--- config.mk ---
export PLATFORM = sky130hd
export DESIGN_NAME = pwm_av_seq
export DESIGN_NICKNAME = d
export VERILOG_FILES = /design/src/rtl/pwm_av_seq_pkg.sv /design/src/rtl/pwm_av_seq_gen.sv /design/src/rtl/pwm_av_seq.sv
export SDC_FILE = /design/constraint.sdc
export NUM_CORES = 1
export LEC_CHECK = 0
export ABC_CLOCK_PERIOD_IN_PS = 3700
export CORE_MARGIN = 2
export CORE_UTILIZATION = 51
export DETAILED_ROUTE_END_ITERATION = 6
export PLACE_DENSITY = 0.75
export REMOVE_ABC_BUFFERS = 1
export SLEW_MARGIN = 20
export SYNTH_ARGS = -nofsm -noshare
export SYNTH_HDL_FRONTEND = slang
export SYNTH_HIERARCHICAL = 1
export SYNTH_SLANG_ARGS = --single-unit
--- constraint.sdc ---
create_clock -name clk -period 3.7 [get_ports clk]
set_input_delay 0.74 -clock clk [delete_from_list [all_inputs] [get_ports clk]]
set_output_delay 0.74 -clock clk [all_outputs]
set_load 0.02 [all_outputs]
--- src/rtl/pwm_av_seq_pkg.sv ---
// Shared constants, register map, table-entry field helpers and fetch-FSM states for pwm_av_seq.
package pwm_av_seq_pkg;

    localparam logic [1:0] REG_CTRL   = 2'd0;
    localparam logic [1:0] REG_START  = 2'd1;
    localparam logic [1:0] REG_LENGTH = 2'd2;
    localparam logic [1:0] REG_PERIOD = 2'd3;

    localparam int CTRL_EN_BIT     = 0;
    localparam int CTRL_LOOP_BIT   = 1;
    localparam int CTRL_IRQ_EN_BIT = 2;

    localparam int STAT_BUSY_BIT     = 0;
    localparam int STAT_DONE_BIT     = 1;
    localparam int STAT_UNDERRUN_BIT = 2;
    localparam int STAT_INDEX_LSB    = 16;

    localparam int ENTRY_DUTY_LSB = 0;
    localparam int ENTRY_DUTY_MSB = 15;
    localparam int ENTRY_REP_LSB  = 16;
    localparam int ENTRY_REP_MSB  = 31;

    localparam int MIN_PERIOD = 4;

    typedef enum logic [2:0] {
        S_IDLE,
        S_FETCH,
        S_CAPTURE,
        S_HOLD,
        S_DRAIN
    } fetch_state_t;

    function automatic logic [15:0] entry_duty(input logic [31:0] entry);
        return entry[ENTRY_DUTY_MSB:ENTRY_DUTY_LSB];
    endfunction

    function automatic logic [15:0] entry_rep(input logic [31:0] entry);
        return entry[ENTRY_REP_MSB:ENTRY_REP_LSB];
    endfunction

endpackage

--- src/rtl/pwm_av_seq_gen.sv ---
// PWM generator: period counter, duty compare, repeat down-counter, consume strobe and underrun detect.
module pwm_av_gen
    import pwm_av_seq_pkg::*;
#(
    parameter int CNT_W = 16
) (
    input  logic             clk,
    input  logic             reset,
    input  logic             kill,
    input  logic             drain,
    input  logic [CNT_W-1:0] period,
    input  logic             shadow_valid,
    input  logic [CNT_W-1:0] shadow_duty,
    input  logic [CNT_W-1:0] shadow_rep,
    output logic             consume,
    output logic             finish,
    output logic             underrun_set,
    output logic             pwm_out
);

    logic             running;
    logic [CNT_W-1:0] cnt;
    logic [CNT_W-1:0] duty;
    logic [CNT_W-1:0] rem;
    logic [CNT_W-1:0] last_cnt;
    logic [CNT_W-1:0] rep_load;
    logic             wrap;
    logic             period_end;

    assign last_cnt   = (period < CNT_W'(MIN_PERIOD)) ? CNT_W'(MIN_PERIOD - 1)
                                                      : period - CNT_W'(1);
    assign rep_load   = (shadow_rep == '0) ? CNT_W'(1) : shadow_rep;
    assign wrap       = running && (cnt == last_cnt);
    assign period_end = wrap && (rem == CNT_W'(1));

    // A starved generator repeats the current duty rather than stopping, unless it is draining.
    assign consume      = !kill && shadow_valid && (!running || period_end);
    assign finish       = !kill && period_end && !shadow_valid && drain;
    assign underrun_set = !kill && period_end && !shadow_valid && !drain;

    always_ff @(posedge clk) begin
        if (reset || kill) begin
            running <= 1'b0;
            cnt     <= '0;
            duty    <= '0;
            rem     <= '0;
            pwm_out <= 1'b0;
        end else begin
            pwm_out <= running && (cnt < duty);
            if (consume) begin
                running <= 1'b1;
                cnt     <= '0;
                duty    <= shadow_duty;
                rem     <= rep_load;
            end else if (finish) begin
                running <= 1'b0;
                cnt     <= '0;
                pwm_out <= 1'b0;
            end else if (wrap) begin
                cnt <= '0;
                if (!period_end) begin
                    rem <= rem - CNT_W'(1);
                end
            end else if (running) begin
                cnt <= cnt + CNT_W'(1);
            end
        end
    end

endmodule

--- src/rtl/pwm_av_seq.sv ---
// Duty-table sequencer: Avalon-MM control slave, read-only RAM master with one-entry prefetch, PWM out.
// Optional completion interrupt enabled by defining PWM_AV_SEQ_IRQ_EN.
//
// state     | meaning
// S_IDLE    | stopped, waiting for an enable rising edge with LENGTH != 0
// S_FETCH   | chipselect asserted at START+index for one cycle
// S_CAPTURE | RAM data valid, loaded into the shadow register
// S_HOLD    | shadow full, waiting for the generator to consume it
// S_DRAIN   | last entry playing, finish when its repeats run out
module pwm_av_seq
    import pwm_av_seq_pkg::*;
#(
    parameter int ADDR_W = 13,
    parameter int CNT_W  = 16
) (
    input  logic              clk,
    input  logic              reset,
    input  logic [1:0]        ctrl_address,
    input  logic              ctrl_write,
    input  logic [31:0]       ctrl_writedata,
    input  logic              ctrl_read,
    output logic [31:0]       ctrl_readdata,
    output logic [ADDR_W-1:0] m_address,
    output logic              m_chipselect,
    input  logic [31:0]       m_readdata,
    output logic              pwm_out
`ifdef PWM_AV_SEQ_IRQ_EN
    ,
    output logic              irq
`endif
);

    localparam int LEN_W = ADDR_W + 1;

    fetch_state_t      state;
    fetch_state_t      state_next;
    logic [ADDR_W-1:0] index;
    logic [ADDR_W-1:0] index_next;

    logic              ctrl_en;
    logic              ctrl_loop;
    logic              ctrl_irq_en;
    logic [ADDR_W-1:0] start_addr;
    logic [LEN_W-1:0]  length;
    logic [CNT_W-1:0]  period;
    logic              done;
    logic              underrun;

    logic              shadow_valid;
    logic [CNT_W-1:0]  shadow_duty;
    logic [CNT_W-1:0]  shadow_rep;

    logic              busy;
    logic              wr_ctrl;
    logic              start_req;
    logic              abort;
    logic              last_entry;
    logic              consume;
    logic              finish;
    logic              underrun_set;
    logic [31:0]       rd_mux;
    logic              unused_bits;

    assign busy       = (state != S_IDLE);
    assign wr_ctrl    = ctrl_write && (ctrl_address == REG_CTRL);
    assign start_req  = wr_ctrl && ctrl_writedata[CTRL_EN_BIT] && !ctrl_en
                        && (length != '0) && !busy;
    assign abort      = wr_ctrl && !ctrl_writedata[CTRL_EN_BIT] && busy;
    assign last_entry = ({1'b0, index} == (length - LEN_W'(1)));
    assign unused_bits = ^ctrl_writedata;

`ifdef PWM_AV_SEQ_IRQ_EN
    assign irq = done && ctrl_irq_en;
`endif

    always_comb begin
        state_next   = state;
        index_next   = index;
        m_chipselect = 1'b0;
        m_address    = '0;
        case (state)
            S_IDLE: begin
                if (start_req) begin
                    state_next = S_FETCH;
                    index_next = '0;
                end
            end
            S_FETCH: begin
                m_chipselect = 1'b1;
                m_address    = start_addr + index;
                state_next   = S_CAPTURE;
            end
            S_CAPTURE: state_next = S_HOLD;
            S_HOLD: begin
                if (consume) begin
                    if (!last_entry) begin
                        index_next = index + ADDR_W'(1);
                        state_next = S_FETCH;
                    end else if (ctrl_loop) begin
                        index_next = '0;
                        state_next = S_FETCH;
                    end else begin
                        state_next = S_DRAIN;
                    end
                end
            end
            S_DRAIN: begin
                if (finish) begin
                    state_next = S_IDLE;
                end
            end
            default: state_next = S_IDLE;
        endcase
        if (abort) begin
            state_next = S_IDLE;
        end
    end

    always_comb begin
        rd_mux = '0;
        case (ctrl_address)
            REG_CTRL: begin
                rd_mux[STAT_BUSY_BIT]                  = busy;
                rd_mux[STAT_DONE_BIT]                  = done;
                rd_mux[STAT_UNDERRUN_BIT]              = underrun;
                rd_mux[STAT_INDEX_LSB +: ADDR_W]       = index;
            end
            REG_START:  rd_mux = 32'(start_addr);
            REG_LENGTH: rd_mux = 32'(length);
            REG_PERIOD: rd_mux = 32'(period);
            default:    rd_mux = '0;
        endcase
    end

    always_ff @(posedge clk) begin
        if (reset) begin
            state         <= S_IDLE;
            index         <= '0;
            ctrl_en       <= 1'b0;
            ctrl_loop     <= 1'b0;
            ctrl_irq_en   <= 1'b0;
            start_addr    <= '0;
            length        <= '0;
            period        <= '0;
            done          <= 1'b0;
            underrun      <= 1'b0;
            shadow_valid  <= 1'b0;
            shadow_duty   <= '0;
            shadow_rep    <= '0;
            ctrl_readdata <= '0;
        end else begin
            state <= state_next;
            index <= index_next;

            if (wr_ctrl) begin
                ctrl_en   <= ctrl_writedata[CTRL_EN_BIT];
                ctrl_loop <= ctrl_writedata[CTRL_LOOP_BIT];
`ifdef PWM_AV_SEQ_IRQ_EN
                ctrl_irq_en <= ctrl_writedata[CTRL_IRQ_EN_BIT];
`endif
            end

            // Table geometry is frozen while a run is in progress.
            if (ctrl_write && !busy) begin
                case (ctrl_address)
                    REG_START:  start_addr <= ctrl_writedata[ADDR_W-1:0];
                    REG_LENGTH: length     <= ctrl_writedata[LEN_W-1:0];
                    REG_PERIOD: period     <= ctrl_writedata[CNT_W-1:0];
                    default: ;
                endcase
            end

            if (abort) begin
                shadow_valid <= 1'b0;
            end else if (state == S_CAPTURE) begin
                shadow_valid <= 1'b1;
                shadow_duty  <= CNT_W'(entry_duty(m_readdata));
                shadow_rep   <= CNT_W'(entry_rep(m_readdata));
            end else if (consume) begin
                shadow_valid <= 1'b0;
            end

            if (wr_ctrl && ctrl_writedata[STAT_DONE_BIT]) begin
                done <= 1'b0;
            end
            if (finish) begin
                done <= 1'b1;
            end
            if (start_req) begin
                done <= 1'b0;
            end

            if (wr_ctrl && ctrl_writedata[STAT_UNDERRUN_BIT]) begin
                underrun <= 1'b0;
            end
            if (underrun_set) begin
                underrun <= 1'b1;
            end

            if (ctrl_read) begin
                ctrl_readdata <= rd_mux;
            end
        end
    end

    pwm_av_gen #(
        .CNT_W(CNT_W)
    ) u_gen (
        .clk          (clk),
        .reset        (reset),
        .kill         (abort),
        .drain        (state == S_DRAIN),
        .period       (period),
        .shadow_valid (shadow_valid),
        .shadow_duty  (shadow_duty),
        .shadow_rep   (shadow_rep),
        .consume      (consume),
        .finish       (finish),
        .underrun_set (underrun_set),
        .pwm_out      (pwm_out)
    );

endmodule

Word-level counts from Yosys, hierarchy flattened
Cells that the tools add are included.
Word-level totals
  register bits after elaboration: 175
  bits of input ports: 70
  output and inout port bits: 47
  logic and storage cells: 125
Cells by class
  add/sub/neg operators: 6
  $lt $le $gt $ge: 2
  equality and inequality tests: 16
  muxes and demuxes: 32
  bitwise gates (word level): 1
  reduce and logical (&&, ||, !) cells: 50
Operators with widths (count)
  two-way mux 16 bit: 6
  two-way mux 13 bit: 5
  one-hot mux 13 bit (2 select lines): 2
  one-hot mux 13 bit (3 select lines): 1
  subtractor 16 x 1 -> 16 bit (second input constant): 2
  logical AND 1 bit: 19
  adder 16 x 1 -> 16 bit (second input constant): 1
  equality test 16 x 1 -> 1 bit (second input constant): 1
  equality test 16 bit: 1
  zero test 16 bit: 1
  less-than comparator 16 bit: 1
  less-than comparator 16 x 3 -> 1 bit (second input constant): 1
  two-way mux 3 bit: 5
  one-hot mux 3 bit (5 select lines): 1
  equality test 13 x 14 -> 1 bit: 1
  nonzero test 14 bit: 1
  subtractor 14 x 1 -> 14 bit (second input constant): 1
  adder 13 x 1 -> 13 bit (second input constant): 1
  adder 13 bit: 1
  one-hot mux 3 bit (4 select lines): 1
  nonzero test 2 bit: 6
  two-way mux 1 bit: 11
  inequality test 2 bit (second input constant): 5
  AND reduction 2 bit: 4
  other kinds (17): 28

Depth between registers and ports, before layout
Gate-level depths: netlist of run 1.
  depth after elaboration: 10
  mapped depth: 17
  mapped depth without buffers: 16

Hierarchy
Netlist of run 1, hierarchy kept.
Modules (own cells, without submodules)
  pwm_av_seq: times used 1, cells each 754, area each 6133.4 um^2, seq. area each 2502.4 um^2
  pwm_av_gen: times used 1, cells each 450, area each 3490.8 um^2, seq. area each 1001.0 um^2

Worst setup path before layout of run 1
Ideal clock, no wire load.
  path type: reg2reg
  from: register period[0]
  to: register index[3]
  setup time: 0.079 ns
  arrival time: 3.670 ns
  data required time: 3.621 ns
  slack: -0.049 ns
  stages on the path, launching flop included: 17
  path buffers: 2
  period minus slack after synthesis: 3.749 ns
  path through: dfxtp_1 -> inv_1 -> ha_1 -> or4b_4 -> o211a_1 -> a2111o_1 -> a2111oi_2 -> nand4_1 -> nor2_1 -> a31oi_2 -> inv_2 -> buf_2 -> inv_1 -> nor3_1 -> clkbuf_1 -> nand4_1 -> o211ai_1
Between the ends
  longest elaborated chain between the ends: 9
  elaborated cells between the ends (all ways): 10
  classes of those cells: add/sub: 1; order compare: 1; eq/ne: 2; mux: 1; reduce/logical: 5
Ends and longest elaborated chain
  start: declaration: RTL line pwm_av_seq.sv:45  | logic [CNT_W-1:0] period;
  start signal: assignment: RTL line pwm_av_seq.sv:168  | REG_PERIOD: period <= ctrl_writedata[CNT_W-1:0];
  subtractor 16 x 1 -> 16 bit or less-than comparator 16 x 3 -> 1 bit (tied branches): RTL line pwm_av_seq_gen.sv:31, pwm_av_seq_gen.sv:30
  two-way mux 16 bit *: RTL line pwm_av_seq_gen.sv:30  | assign last_cnt = (period < CNT_W'(MIN_PERIOD)) ? CNT_W'(MIN_PERIOD - 1)
  equality test 16 bit *: RTL line pwm_av_seq_gen.sv:33  | assign wrap = running && (cnt == last_cnt);
  logical AND 1 bit *: RTL line pwm_av_seq_gen.sv:33
  logical AND 1 bit *: RTL line pwm_av_seq_gen.sv:34  | assign period_end = wrap && (rem == CNT_W'(1));
  logical OR 1 bit *: RTL line pwm_av_seq_gen.sv:37  | assign consume = !kill && shadow_valid && (!running || period_end);
  logical AND 1 bit *: RTL line pwm_av_seq_gen.sv:37
  via consume: RTL line pwm_av_seq.sv:58  | logic consume;
  inequality test 2 bit (no line) *
  AND reduction 4 bit (no line) *
  end signal: assignment: RTL line pwm_av_seq.sv:153  | index <= index_next;
  end: declaration: RTL line pwm_av_seq.sv:37  | logic [ADDR_W-1:0] index;
The timed path passes the listed nets; every way through them passes the cells marked *.
A chain may end at the register's enable or synchronous reset.

Final worst setup path of run 1
  from: register start_addr[0]
  to: output m_address[8]
Between the ends
  longest elaborated chain between the ends: 2
Ends and longest elaborated chain
  start: declaration: RTL line pwm_av_seq.sv:43  | logic [ADDR_W-1:0] start_addr;
  start signal: assignment: RTL line pwm_av_seq.sv:166  | REG_START: start_addr <= ctrl_writedata[ADDR_W-1:0];
  adder 13 bit: RTL line pwm_av_seq.sv:90  | m_address = start_addr + index;
  two-way mux 13 bit: RTL line pwm_av_seq.sv:81  | case (state)
  end: declaration: RTL line pwm_av_seq.sv:23  | output logic [ADDR_W-1:0] m_address,
No other way between the ends.

==> results of run 1 <==
-- kinds of logic after synthesis --
group,share of synthesized area [%]
buffers and inverters,5.460
AOI/OAI and AO/OA,17.49
DFF,36.40
muxes,5.642
and+or+nand+nor,25.29
xor gates and xnor gates,5.187
other,0.03896
adders and majority gates,4.498
-- repair_timing --
action | 4_1_cts | 5_1_grt
cloned | 0 | 0
pin swaps | 0 | 1
gates resized for setup | 11 | 8
buffers inserted | 0 | 4
hold buffers | 0 | 0
setup endpoints to repair | 6 | 24
-- power breakdown --
part | internal [mW] | switching (mW) | total, mW | leakage, nW
registers | 1.92 | 0.0429 | 1.96 | 1.41
clock network | 0.895 | 0.845 | 1.74 | 0.274
logic | 0.244 | 0.311 | 0.554 | 2.72
total | 3.06 | 1.20 | 4.26 | 4.41
-- worst max-delay path by stage --
stage,cells past startpoint,to
floorplan,14,index[10]
global placement,10,m_address[12]
detailed placement,10,m_address[12]
CTS,10,m_address[12]
global route,10,m_address[8]
finish,10,m_address[8]
-- critical path: stages (launching register included) --
cell	delay [ns]
dfxtp_1	0.34
ha_1	0.22
fa_2	0.37
a21o_1	0.19
a21oi_2	0.19
o21ai_1	0.10
a31o_2	0.29
a21oi_1	0.18
xor2_1	0.16
nor2_1	0.05
dlygate4sd2_1	0.31
-- cell type report --
class                   instances  area, um^2
clock buffers                  17       425.4
clock inverters                15       148.9
fillers                      1654        7077
inverters                      52       195.2
multi-input cells             902        5633
flip-flops and latches        175        3503
well taps                     234       292.8
repair buffers                144        1305
-- stage by stage --
stage                     total power [mW]  util (%)
after detailed placement             2.547     58.59
after floorplan                      2.315         -
after global placement               2.540     58.59
after CTS                            4.273     61.74
after global routing                 4.418     61.91
final                                4.256     61.91
-- cell usage after synthesis (12+ instances only) --
master	n
nand2_1	199
dfxtp_1	175
a21oi_1	118
nor2_1	105
clkbuf_1	52
inv_1	51
mux2i_1	34
ha_1	33
xnor2_1	32
nand3_1	30
nor3_1	28
nand4_1	26
xor2_1	25
o21ai_0	21
and3_1	16
or3_1	15
a211oi_1	14
nand2b_1	14
mux2_2	12
nor4_1	12
-- layer usage --
layer / part of all wire (%) / global-route usage (%)
met1: 47 / 34.43
met2: 46 / 38.73
met3: 5.4 / 4.657
met4: 1.8 / 7.579
met5: 0 / 0
-- state kept, by name, summed over array words and instances (netlist names), 3 cells and up --
| name | cells |
|---|---|
| shadow_rep | 16 |
| shadow_duty | 16 |
| u_gen/rem | 16 |
| length | 14 |
| index | 13 |
| period | 16 |
| ctrl_readdata | 29 |
| u_gen/cnt | 16 |
| u_gen/duty | 16 |
| start_addr | 13 |
| state | 3 |
==> summary.txt, run 1 <==
Status
  • Run status: completed

Power and ir drop
  • PD cells: 370.0 nW/um^2
  • Pleak: 4.413 nW
  • VDD IR max: 350.0 uV

Cells and area
  • Layout cells sized above 1: 9.885%
  • Layout Cells excl Fill: 1539
  • Area grow syn2layout: 19.53%
  • Most frequent cells in the layout: nand2_1, dfxtp_1, a21oi_1, nor2_1, clkdlybuf4s50_1
  • Inserted Diodes: 0
  • Design area: 11500 um^2
  • Most common cell after layout, fill and taps aside: nand2_1
  • Final #Nets: 1396

Worst setup path
  • Critical path type: flip-flop to output port
  • Worst EP required: 2.96 ns
  • R2R Setup Slk: 0.16 ns
  • Reg-to-Reg End: u_gen/rem[4]
  • WP data arrival: 2.82 ns
  • Max Fanout on Critical Path: 3
  • Worst setup path startpoint: start_addr[0]
  • Worst r2r path cells: 12
  • Reg2reg start: period[0]
  • Critical Path End Type: output port
  • Setup crit start kind: flip-flop

STA
  • RSZ-0062 raised after global routing: false
  • Slew @ Worst Pin: 0.8609 ns
  • Worst hold slack: 0.4551 ns
  • Relative slew slack: 42.61%
  • Endpoints failing setup: 0
  • Worst clock skew: 0.01209 ns
  • Final Max Tran Viols: 0
  • Final hold violations: 0
  • Min Tclk post-route: 3.560 ns
  • Final period util: 96.22%
  • Fmax: 280.9 MHz
  • Fin Setup TNS: 0 ns
  • Worst setup margin: 0.1398 ns

Clock tree
  • Inserted Clock Buffers: 17
  • H-tree levels: 4
  • Clock sink count: 175
  • CTS root buf: clkbuf_16
  • Bufs on Longest Clock Path: 2
  • CTS tree: yes
  • CTS clk-pin slew, worst paths: 0.07 ns
  • Clk_lat worst skew: 0.43 ns

Drt
  • Wirelength per Cell: 16.10 um
  • Post-route ant nets: 0
  • Drt via density: 5.773
  • Vias: 8885
  • DRC errors left: 0
  • DRT Wirelength: 24780 um
  • Drt pass-1 iters: 5
  • DRT iter0 DRCs: 770

Global routing
  • Global-route wire length before repair: 40160 um
  • Number of global-route vias before repair: 8073
  • Initial antenna violation count: 0
  • GRT overflow: 0
  • Total Routing Usage GR: 24.63%
  • Largest net degree at the start of global routing: 81

Die
  • Initial Util: 51.80%
  • Rows: 50
  • Core area: 18580 um^2
  • DIE WIDTH: 141.4 um
  • Chip height: 141.4 um
  • I/O pin count: 117
  • DIE AREA: 19990 um^2

Place
  • Routability Congestion: 0.9053
  • Post-DP Area: 10890 um^2
  • Post-DP HPWL: 17660 um
  • Placed cells: 1503
  • Port Buf Inserts: 97
  • Pre-CTS WS: 0.06389 ns

Yosys
  • Avg Cell Area, Syn: 7.994 um^2
  • Synth top area cells: dfxtp_1, nand2_1, a21oi_1
  • FFs w/ async S/R, synth: 0%
  • Distinct cells, synth: 83
  • Mapped Cells: 1204
  • Seq/Total Area, Yosys: 36.40%
  • Netlist Area Pre-Place: 9624 um^2
  • Area leader, netlist: dfxtp_1
  • Synth top area share: 36.40%
  • Ys flop type: dfxtp_1
  • Synthesis-stage register bit count: 175
  • Synth warn: 6
  • Number of synthesized flops with an enable pin: 0

Job
  • Max-capacitance violation count: 0

Worst hold path
  • Hold Path End: u_gen/duty[5]
  • Hold path start: shadow_duty[5]
  • Worst hold path class: flip-flop to flip-flop
  • Hold depth: 2
Power figures use the tool's default switching activity.
==> run 2, diff against run 1 <==
--- a/config.mk
+++ b/config.mk
@@ -14,5 +14,4 @@
 export SLEW_MARGIN = 20
 export SYNTH_ARGS = -nofsm -noshare
 export SYNTH_HDL_FRONTEND = slang
-export SYNTH_HIERARCHICAL = 1
 export SYNTH_SLANG_ARGS = --single-unit
==> summary.txt, run 2 <==
Clock tree
  • CTS root buf: clkbuf_16
  • Clk_lat worst skew: 0.43 ns (about the same)
  • CTS tree: yes
  • Hold buffer count at cts: 0 (unchanged)
  • H-tree levels: 4 (unchanged)
  • Inserted Clock Buffers: 17 (unchanged)
  • Bufs on Longest Clock Path: 2 (unchanged)
  • CTS clk-pin slew, worst paths: 0.07 ns (about the same)
  • Clock sink count: 175 (unchanged)

Cells and area
  • Fill cells: 1663 (+0.54%)
  • Inserted Diodes: 0 (unchanged)
  • Reg with most FFs: ctrl_readdata
  • Final core occ: 62.73% (+0.82 points)
  • Most frequent cells in the layout: nand2_1, dfxtp_1, nor2_1, a21oi_1, clkdlybuf4s50_1
  • Area grow syn2layout: 21.63%
  • Design area: 12130 um^2 (+5.4%)
  • Multi-input logic area: 6041 um^2 (+7.2%)
  • Final #Nets: 1422 (+1.9%)
  • Layout cells sized above 1: 12.26% (+2.4 points)
  • Register area: 3508 um^2 (+0.14%)
  • Max FFs per register: 29 (unchanged)
  • Most common cell after layout, fill and taps aside: nand2_1

Place
  • Post-DP HPWL: 18850 um (+6.7%)
  • Routability Congestion: 0.9559 (+5.6%)
  • Pre-CTS WS: -0.4529 ns (-0.5168 ns)
  • Post-DP Area: 11350 um^2 (+4.2%)
  • Port Buf Inserts: 97 (unchanged)

Yosys
  • Ys flop type: dfxtp_1
  • Synth top area cells: dfxtp_1, nand2_1, mux2i_1
  • Count leader, synth: dfxtp_1
  • Synth warn: 0 (-6)
  • Distinct cells, synth: 86 (+3.6%)
  • Area leader, netlist: dfxtp_1
  • Seq/Total Area, Yosys: 35.13% (-1.3 points)
  • Avg Cell Area, Syn: 8.181 um^2 (+2.3%)
  • Netlist Area Pre-Place: 9972 um^2 (+3.6%)
  • Mapped Cells: 1219 (+1.2%)
  • FFs w/ async S/R, synth: 0% (unchanged)
  • Synthesis-stage register bit count: 175 (unchanged)
  • Number of synthesized flops with an enable pin: 0 (unchanged)
  • Most frequent cells after synthesis: dfxtp_1, nand2_1, nor2_1
  • Synth top area share: 35.13% (-1.3 points)

Die
  • DIE AREA: 20690 um^2 (+3.5%)
  • I/O pin count: 117 (unchanged)
  • DIE WIDTH: 143.8 um (+1.7%)
  • Chip height: 143.8 um (+1.7%)
  • Rows: 51 (+2.0%)
  • Initial Util: 51.58% (-0.22 points)
  • Core area: 19330 um^2 (+4.1%)

Power and ir drop
  • Total power: 5.362 mW (+26%)
  • PD cells: 442.1 nW/um^2 (+19%)
  • VDD IR max: 306.9 uV (-12%)
  • Pleak: 5.014 nW (+14%)

Global routing
  • Initial antenna violation count: 0 (unchanged)
  • GRT overflow: 0 (unchanged)
  • Largest net degree at the start of global routing: 63 (-22%)
  • Total Routing Usage GR: 25.59% (+0.96 points)
  • Global-route wire length before repair: 42580 um (+6.0%)
  • Number of global-route vias before repair: 8377 (+3.8%)

STA
  • Worst hold slack: 0.4561 ns (+0.001024 ns)
  • Relative slew slack: 41.88% (-0.73 points)
  • Endpoints failing setup: 2 (+2)
  • Final Max Tran Viols: 0 (unchanged)
  • Fmax: 260.1 MHz (-7.4%)
  • Final hold violations: 0 (unchanged)
  • RSZ-0062 raised after global routing: true
  • Slew @ Worst Pin: 0.8686 ns (+0.007708 ns)
  • Worst setup margin: -0.1450 ns (-0.2848 ns)
  • Worst clock skew: 0.009886 ns (-0.002207 ns)
  • Min Tclk post-route: 3.845 ns (+0.2848 ns)
  • Final period util: 103.9% (+7.7 points)

Worst setup path
  • Slowest stage delay, CP: 0.38 ns (about the same)
  • Setup crit start kind: flip-flop
  • Critical Path End Type: output port
  • Worst r2r path cells: 12 (unchanged)
  • Reg2reg start: period[0]
  • Slowest stage cell, crit path: fa_2
  • Critical path depth: 12 (+2)
  • Critical-path cell list: buf_6 > fa_2 > a21o_1 > a21oi_2 > o21bai_1 > a21oi_2 > o21bai_1 > a211o_1 > a2111oi_4 > o21ai_1 > a21oi_1 > buf_4
  • Worst setup path startpoint: index[1]
  • Critical path type: flip-flop to output port
  • Worst EP required: 2.96 ns (about the same)
  • Cell family with most CP delay: compound AO/OA/AOI/OAI gates
  • Max Fanout on Critical Path: 3 (unchanged)
  • Reg-to-Reg End: state[2]
  • R2R Setup Slk: 0.22 ns (+0.06 ns)
  • WP data arrival: 3.10 ns (+0.28 ns)
  • Worst setup path endpoint: m_address[12]
  • Worst path bufs/invs: 2 (+1)

Drt
  • DRT iter0 DRCs: 739 (-4.0%)
  • Post-route ant nets: 0 (unchanged)
  • DRT Wirelength: 26350 um (+6.3%)
  • Drt via density: 5.720 (-0.92%)
  • DRC errors left: 0 (unchanged)
  • Drt pass-1 iters: 6 (+1)
  • Wirelength per Cell: 16.53 um (+2.7%)
  • Vias: 9118 (+2.6%)

Status
  • Run status: complete, but fails checks
  • Failing checks: setup timing

Job
  • Max-capacitance violation count: 0 (unchanged)

Worst hold path
  • Worst hold path class: flip-flop to flip-flop
[run 2: cell types whose count changed in the layout (fill, tap and decap cells not counted), sizes merged, moves of 6 or more]
cell / delta
o221ai: -10
nand2: -26
nand4: -6
nand3: -7
o22ai: +7
inv: -14
mux2i: +27
a211oi: +10
nor2: +24
a21oi: -12
nor3: -8
nand4b: +6
o31ai: +9
buf: +23
[run 2: layer usage]
layer | routed length, um | GRT usage (%) | part of all wire (%)
met1 | 12620 | 35.85 | 48
met2 | 12030 | 40.10 | 46
met3 | 1266 | 5.098 | 4.8
met4 | 439 | 7.121 | 1.7
met5 | 0 | 0 | 0
[run 2: area by class of cell]
class | count | area share (%)
Clock buffer | 19 | 3.652
Clock inverter | 12 | 1.320
Inverter | 43 | 1.331
Multi-Input combinational cell | 917 | 49.80
Sequential cell | 175 | 28.93
Tap cell | 265 | 2.734
Timing Repair Buffer | 163 | 12.23
[run 2: power breakdown]
part / internal (mW) / switching, mW
combinational: 0.587 / 0.810
clock: 1.08 / 0.771
sequential: 1.99 / 0.122
total: 3.66 / 1.70
[run 2: worst min-delay path by stage]
stage,slack [ns],from,cells after the start,endpoint
floorplan,0.42,underrun,2,underrun
global placement,0.44,ctrl_en,2,ctrl_en
detailed placement,0.45,shadow_duty[14],2,shadow_duty[14]
CTS,0.46,shadow_duty[14],2,shadow_duty[14]
global route,0.48,shadow_duty[0],2,shadow_duty[0]
finish,0.46,shadow_duty[6],2,shadow_duty[6]
[run 2: logic make-up (layout without fill, tap and decap cells)]
logic type	count (synthesis)	after routing	synth area share (%)
adder cells (fa/ha/maj)	35	35	4.467
flip-flops	175	175	35.13
other	1	3	0.03761
AO/OA/AOI/OAI	258	258	17.40
buffers and inverters	129	237	5.433
multiplexers	76	76	8.156
XOR/XNOR	58	58	5.370
AND/OR/NAND/NOR	487	487	24.00
[run 2: timing repair]
item                       in CTS  in global routing
pin swaps                      18                 15
setup buffers                   5                  4
setup endpoints to repair       7                  6
resized for setup              34                 15
[run 2: through the flow]
step           setup TNS [ns]  cells
2_1_floorplan          -10.08   1135
3_3_place_gp          -0.7127   1554
3_5_place_dp          -0.8342   1554
4_1_cts              -0.09293   1590
5_1_grt               -0.5704   1594
6_report              -0.2004   1594
[run 2: tightest hold or removal path, delay by kind of cell, from the launching register on]
family | cells | cell delay (ns)
flip-flops | 1 | 0.31
AND/OR/NAND/NOR | 1 | 0.05
AO/OA/AOI/OAI | 1 | 0.05
==> run 3, diff against run 2 <==
--- a/config.mk
+++ b/config.mk
@@ -8,7 +8,9 @@
 export ABC_CLOCK_PERIOD_IN_PS = 3700
 export CORE_MARGIN = 2
 export CORE_UTILIZATION = 51
+export CTS_CLUSTER_DIAMETER = 50
 export DETAILED_ROUTE_END_ITERATION = 6
+export HOLD_SLACK_MARGIN = 0.05
 export PLACE_DENSITY = 0.75
 export REMOVE_ABC_BUFFERS = 1
 export SLEW_MARGIN = 20
==> results of run 3 <==
No change in the layout: final DEF, timing and power equal those of run 2.
